===== src/rtl/feeder_pkg.sv =====
// rtl/feeder_pkg.sv - shared types, widths and field offsets for the sample feeder
package feeder_pkg;

   typedef enum logic [1:0] {
      ST_IDLE    = 2'd0,
      ST_FETCH   = 2'd1,
      ST_PRESENT = 2'd2,
      ST_DONE    = 2'd3
   } state_t;

   localparam int X_W      = 7;
   localparam int T_W      = 2;
   localparam int SAMPLE_W = 16;

   localparam int X1_LSB = 0;
   localparam int X2_LSB = 7;
   localparam int T_LSB  = 14;

   function automatic logic [X_W-1:0] get_x1(input logic [SAMPLE_W-1:0] w);
      return w[X1_LSB +: X_W];
   endfunction

   function automatic logic [X_W-1:0] get_x2(input logic [SAMPLE_W-1:0] w);
      return w[X2_LSB +: X_W];
   endfunction

   function automatic logic [T_W-1:0] get_t(input logic [SAMPLE_W-1:0] w);
      return w[T_LSB +: T_W];
   endfunction

endpackage


===== src/rtl/sample_ram.sv =====
// rtl/sample_ram.sv - single-port sample buffer, synchronous write and 1-cycle read
module sample_ram #(
   parameter int DEPTH = 64,
   parameter int AW    = 6,
   parameter int W     = 16
) (
   input  logic          clk,
   input  logic          we,
   input  logic          re,
   input  logic [AW-1:0] addr,
   input  logic [W-1:0]  wdata,
   output logic [W-1:0]  rdata
);

   logic [W-1:0] mem_q [DEPTH];
   logic [W-1:0] rdata_q;

   // Storage array and read register; read data only changes when a read is issued
   always_ff @(posedge clk) begin
      if (we) begin
         mem_q[addr] <= wdata;
      end
      if (re) begin
         rdata_q <= mem_q[addr];
      end
   end

   assign rdata = rdata_q;

endmodule


===== src/rtl/sample_feeder.sv =====
// rtl/sample_feeder.sv - buffers training samples and streams them as repeated epochs
module sample_feeder
   import feeder_pkg::*;
#(
   parameter int DEPTH   = 64,
   parameter int AW      = 6,
   parameter int EPOCH_W = 8
) (
   input  logic               clk,
   input  logic               rst,
   input  logic               wrEn,
   input  logic [15:0]        wrData,
   input  logic               clear,
   input  logic               start,
   input  logic               stop,
   input  logic [EPOCH_W-1:0] maxEpochs,
   input  logic               ready,
   output logic               valid,
   output logic [6:0]         x1,
   output logic [6:0]         x2,
   output logic [1:0]         t,
   output logic               last,
   output logic [31:0]        n,
   output logic [EPOCH_W-1:0] epoch,
   output logic               busy,
   output logic               done,
   output logic               full
);

   state_t               state_q, state_d;
   logic [AW:0]          count_q, count_d;
   logic [AW-1:0]        ptr_q, ptr_d;
   logic [EPOCH_W-1:0]   epoch_q, epoch_d;
   logic [EPOCH_W-1:0]   limit_q, limit_d;
   logic                 stop_q, stop_d;
   // pre_q: the RAM read register already holds the sample at ptr_q
   logic                 pre_q, pre_d;
   logic [X_W-1:0]       x1_q, x1_d;
   logic [X_W-1:0]       x2_q, x2_d;
   logic [T_W-1:0]       t_q, t_d;

   logic                 ram_we;
   logic                 ram_re;
   logic [AW-1:0]        ram_addr;
   logic [SAMPLE_W-1:0]  ram_rdata;

   logic                 busy_w;
   logic                 full_w;
   logic                 is_last;
   logic                 stop_now;
   logic                 limit_hit;
   logic                 launch;
   logic [AW:0]          last_idx;
   logic [AW-1:0]        ptr_inc;
   logic [EPOCH_W-1:0]   epoch_inc;

   sample_ram #(
      .DEPTH (DEPTH),
      .AW    (AW),
      .W     (SAMPLE_W)
   ) u_ram (
      .clk   (clk),
      .we    (ram_we),
      .re    (ram_re),
      .addr  (ram_addr),
      .wdata (wrData),
      .rdata (ram_rdata)
   );

   // Status decode shared by the next-state logic and the ports
   always_comb begin
      busy_w    = (state_q == ST_FETCH) || (state_q == ST_PRESENT);
      full_w    = (count_q == (AW+1)'(DEPTH));
      last_idx  = count_q - (AW+1)'(1);
      is_last   = ({1'b0, ptr_q} == last_idx);
      stop_now  = stop_q | stop;
      ptr_inc   = ptr_q + AW'(1);
      epoch_inc = (&epoch_q) ? epoch_q : epoch_q + EPOCH_W'(1);
      limit_hit = (limit_q != '0) &&
                  (((EPOCH_W+1)'(epoch_q) + (EPOCH_W+1)'(1)) == (EPOCH_W+1)'(limit_q));
   end

   // Next-state, buffer access and output-register loads
   always_comb begin
      state_d  = state_q;
      count_d  = count_q;
      ptr_d    = ptr_q;
      epoch_d  = epoch_q;
      limit_d  = limit_q;
      stop_d   = stop_q | (stop & busy_w);
      pre_d    = pre_q;
      x1_d     = x1_q;
      x2_d     = x2_q;
      t_d      = t_q;
      ram_we   = 1'b0;
      ram_re   = 1'b0;
      ram_addr = ptr_q;
      launch   = 1'b0;

      case (state_q)
         ST_IDLE: begin
            if (clear) begin
               count_d = '0;
            end else if (start) begin
               launch = 1'b1;
            end else if (wrEn && !full_w) begin
               ram_we   = 1'b1;
               ram_addr = count_q[AW-1:0];
               count_d  = count_q + (AW+1)'(1);
            end
         end

         ST_FETCH: begin
            if (stop_q) begin
               state_d = ST_DONE;
            end else if (!pre_q) begin
               ram_re   = 1'b1;
               ram_addr = ptr_q;
               pre_d    = 1'b1;
            end else begin
               x1_d    = get_x1(ram_rdata);
               x2_d    = get_x2(ram_rdata);
               t_d     = get_t(ram_rdata);
               pre_d   = 1'b0;
               state_d = ST_PRESENT;
            end
         end

         ST_PRESENT: begin
            if (ready) begin
               if (is_last) begin
                  ptr_d   = '0;
                  epoch_d = epoch_inc;
                  if (stop_now || limit_hit) begin
                     state_d = ST_DONE;
                  end else begin
                     ram_re   = 1'b1;
                     ram_addr = '0;
                     pre_d    = 1'b1;
                     state_d  = ST_FETCH;
                  end
               end else begin
                  ptr_d = ptr_inc;
                  if (stop_now) begin
                     state_d = ST_DONE;
                  end else begin
                     ram_re   = 1'b1;
                     ram_addr = ptr_inc;
                     pre_d    = 1'b1;
                     state_d  = ST_FETCH;
                  end
               end
            end
         end

         ST_DONE: begin
            if (clear) begin
               count_d = '0;
               state_d = ST_IDLE;
            end else if (start) begin
               launch = 1'b1;
            end
         end

         default: begin
            state_d = ST_IDLE;
         end
      endcase

      if (launch) begin
         ptr_d   = '0;
         epoch_d = '0;
         stop_d  = 1'b0;
         pre_d   = 1'b0;
         limit_d = maxEpochs;
         state_d = (count_q != '0) ? ST_FETCH : ST_DONE;
      end
   end

   // State, counters and output registers
   always_ff @(posedge clk or negedge rst) begin
      if (!rst) begin
         state_q <= ST_IDLE;
         count_q <= '0;
         ptr_q   <= '0;
         epoch_q <= '0;
         limit_q <= '0;
         stop_q  <= 1'b0;
         pre_q   <= 1'b0;
         x1_q    <= '0;
         x2_q    <= '0;
         t_q     <= '0;
      end else begin
         state_q <= state_d;
         count_q <= count_d;
         ptr_q   <= ptr_d;
         epoch_q <= epoch_d;
         limit_q <= limit_d;
         stop_q  <= stop_d;
         pre_q   <= pre_d;
         x1_q    <= x1_d;
         x2_q    <= x2_d;
         t_q     <= t_d;
      end
   end

   assign valid = (state_q == ST_PRESENT);
   assign last  = valid & is_last;
   assign x1    = x1_q;
   assign x2    = x2_q;
   assign t     = t_q;
   assign n     = 32'(count_q);
   assign epoch = epoch_q;
   assign busy  = busy_w;
   assign done  = (state_q == ST_DONE);
   assign full  = full_w;

endmodule

===== config.mk =====
export PLATFORM = sky130hd
export DESIGN_NAME = sample_feeder
export DESIGN_NICKNAME = d
export VERILOG_FILES = /design/src/rtl/feeder_pkg.sv /design/src/rtl/sample_ram.sv /design/src/rtl/sample_feeder.sv
export SDC_FILE = /design/constraint.sdc
export NUM_CORES = 1
export LEC_CHECK = 0
export CAP_MARGIN = 40
export CORE_MARGIN = 2
export CORE_UTILIZATION = 30
export CTS_CLUSTER_DIAMETER = 100
export CTS_CLUSTER_SIZE = 24
export DETAILED_ROUTE_END_ITERATION = 7
export DONT_BUFFER_PORTS = 1
export GPL_TIMING_DRIVEN = 0
export PLACE_DENSITY = 0.5
export SETUP_SLACK_MARGIN = 0.05
export SYNTH_ARGS = -nofsm -noshare
export SYNTH_HDL_FRONTEND = slang
export SYNTH_SLANG_ARGS = --single-unit

===== constraint.sdc =====
create_clock -name clk -period 5.17 [get_ports clk]
set_input_delay 1.034 -clock clk [delete_from_list [all_inputs] [get_ports clk]]
set_output_delay 1.034 -clock clk [all_outputs]
set_load 0.01 [all_outputs]

==> impl_metrics.json <==
{
  "outcome": "finished, final reports clean",
  "setup_viol_count_final": 0,
  "required_ns": 5.57,
  "gp_congestion": 0.897,
  "leakage_uw": 0.0155,
  "grt_overflow": 0,
  "slew_headroom_pct": 41.4,
  "syn_area_per_cell_um2": 15.6,
  "finalCritPeriodShare_pct": 96.7,
  "synthArstFlopShare_pct": 4.50,
  "vias": 25900,
  "numClockSinks": 1089,
  "rrSetupSlack_ns": 0.17,
  "path_class": "flip-flop to flip-flop",
  "netlist_instances": 2806,
  "yosys.area_share.xor_xnor_pct": 0.497,
  "clockRootBuffer": "clkbuf_16",
  "ys_types": 74,
  "syn_to_final_growth_pct": 14.7,
  "synth_top_family_by_area": "compound AO/OA/AOI/OAI gates",
  "clock_latency_ns": 0.70,
  "pre_cts_ws_ns": -2.11,
  "synth_warnings": 0,
  "netlist_area_mm2": 0.0438,
  "synth_edf_count": 1040,
  "ir_drop_mv": 0.382,
  "powerDensity_mw_per_mm2": 454,
  "viasPerCell": 5.23,
  "cts_tree": "yes",
  "yosys.area_share.adder_pct": 0.286,
  "cp-start-kind": "flip-flop",
  "drt-pass1-iter-count": 6,
  "r2r-start": "count_q[0]",
  "fin_ws_ns": 0.170,
  "grt_pass1_vias": 24800,
  "final_cells": 4947,
  "hpwl_um": 88600,
  "ant_nets": 0,
  "rsz0062_at_grt": "no",
  "fillers": 13900,
  "ys_seq_area_share_pct": 74.1,
  "finalMaxSlewViolations": 0,
  "layout_commonest_cell": "edfxtp_1",
  "post_route_cells_drive_above_1_share_pct": 18.9,
  "clk_path_buf_depth": 3,
  "cap_violations": 0,
  "grt_pass1_wl_um": 188000,
  "hold_path_class": "input port to asynchronous set/reset pin",
  "dp.cells": 4835,
  "grt_max_degree": 65,
  "io_buffers": 0,
  "die_y_um": 386,
  "crit_fanout": 10,
  "ys.flop_type": "edfxtp_1",
  "skew_ns": 0.0371,
  "pin_count": 92,
  "timing.hold.ws_ns": 0.0443,
  "timing.final.hold_violations": 0,
  "period_minus_slack_ns": 5.00,
  "synth_compound_area_share_pct": 9.67,
  "ys_ff_latch": 1089,
  "antenna_found_initial": 5,
  "tightest_slew_ns": 0.878,
  "nNetsFinal": 3046,
  "grt_usage_pct": 17.5,
  "numCtsBuffers": 52,
  "finalWirelength_um": 133000,
  "start_util_pct": 30.2,
  "htreeDepth": 2,
  "rows": 140,
  "dieArea_mm2": 0.149,
  "die_x_um": 386,
  "remaining_drc_errors": 0,
  "r2r_end": "u_ram.mem_q[14][8]",
  "wl_per_cell_um": 26.8,
  "muxShareOfSynthArea_pct": 6.13,
  "reg2reg_depth": 15,
  "drtIter0Drc": 2898,
  "fmax_ghz": 0.200,
  "final_cell_mix": "1040 x edfxtp_1, 150 x nor2_1, 150 x nand2_1, 118 x nand3_1, 109 x mux2i_1",
  "critPathArrivalTime_ns": 5.40,
  "yosys.area_share.simple_pct": 6.81,
  "worstSetupEndpointType": "flip-flop",
  "clkTransAtPathRegs_ns": 0.10,
  "core_mm2": 0.145
}
## registers in the layout, summed over array words and instances, names as in the netlist
register / count
count_q: 7
epoch: 8
limit_q: 8
pre_q: 1
ptr_q: 6
state_q: 2
stop_q: 1
t: 2
u_ram.mem_q: 1024
u_ram.rdata: 16
x1: 7
x2: 7
## routing by layer
| layer | vias to the layer above | global-route usage, % | part of all wire, % |
|---|---|---|---|
| met1 | 13400 | 24.9 | 44 |
| met2 | 992 | 27.6 | 45 |
| li1 | 11400 | - | - |
| met3 | 183 | 2.76 | 7.1 |
| met5 | - | 0 | 0 |
| met4 | 0 | 4.94 | 3.5 |
## stage by stage
stage | instance area (um^2) | setup TNS [ns] | power (uW) | util (%)
3_3_place_gp | 46300 | -2355.62 | 17800 | 31.9
4_1_cts | 49700 | -0.0305 | 22700 | 34.3
3_5_place_dp | 47600 | -1354.35 | 17900 | 32.8
5_1_grt | 50200 | 0 | 23700 | 34.6
2_1_floorplan | 43900 | 0 | 14800 | -
6_report | 50200 | 0 | 22800 | 34.6
## timing repair
item                                    4_1_cts  5_1_grt
buffers inserted                             11       21
endpoints found under the setup margin     1040      561
hold buffers                                  1        0
pin swaps                                    12       12
endpoints found under the hold margin        36        0
resized for setup                           171      107
gates cloned                                  0        0
## power by group
group	total (uW)	switching, uW	leakage, uW	internal [uW]
Combinational	8120	5360	0.00480	2760
Clock	4690	2800	0.000695	1880
Sequential	10000	179	0.00997	9830
Total	22800	8340	0.0155	14500
## worst max-delay path, cell delays in order (launching register included)
cell and delay, ns:
dfrtp_2 0.50, inv_1 0.18, ha_1 0.33, xnor2_1 0.15, o211ai_1 0.10, a211o_2 0.38, o31a_1 0.33, nor3_2 0.27
nor3_4 0.12, buf_4 0.20, buf_2 0.24, nor3_4 0.45, clkbuf_2 0.41, nand2_2 0.42, nor2_4 0.36, buf_4 0.25
## worst max path at each step
stage | cells after the start | start | to | slack [ns]
after floorplan | 12 | clear | u_ram.mem_q[0][0] | 0.38
after global placement | 12 | clear | u_ram.mem_q[16][9] | -3.24
after detailed placement | 14 | clear | u_ram.mem_q[14][11] | -2.11
after CTS | 15 | count_q[4] | u_ram.rdata[15] | -0.03
after global routing | 17 | count_q[0] | u_ram.mem_q[0][7] | 0.04
final | 15 | count_q[0] | u_ram.mem_q[14][8] | 0.17
## final cells by class
type | count | area, um^2 | area share [%]
tap | 1917 | 2400 | 4.78
clock buffer | 69 | 1370 | 2.72
antenna | 3 | 7.51 | 0.0149
inverter | 16 | 60.1 | 0.120
clock inverter | 7 | 72.6 | 0.144
multi-input combinational | 1515 | 11200 | 22.4
buffer | 210 | 1190 | 2.37
timing repair buffer | 121 | 1430 | 2.85
sequential | 1089 | 32500 | 64.6
## cells in the mapped netlist (51+ instances only)
master | n | area, um^2
nand2_1 | 155 | 582
clkbuf_1 | 107 | 402
nor3_1 | 64 | 320
mux2_1 | 51 | 574
nand3_1 | 127 | 636
a31oi_1 | 55 | 344
o21ai_0 | 72 | 360
mux2_2 | 61 | 687
a22oi_1 | 63 | 473
o2bb2ai_1 | 58 | 508
mux2i_1 | 109 | 1090
nor2_1 | 217 | 815
a221oi_1 | 63 | 552
edfxtp_1 | 1040 | 31200
## kinds of logic (layout without fill, tap and decap cells)
kind of cell / Yosys count / count (layout)
fa+ha+maj: 10 / 10
flops: 1089 / 1089
other cells: 1 / 28
compound gates: 564 / 564
buf+inv: 226 / 423
simple gates: 656 / 656
mux: 236 / 236
xor+xnor: 24 / 24
Note: power is estimated with default switching activity, not from simulation.
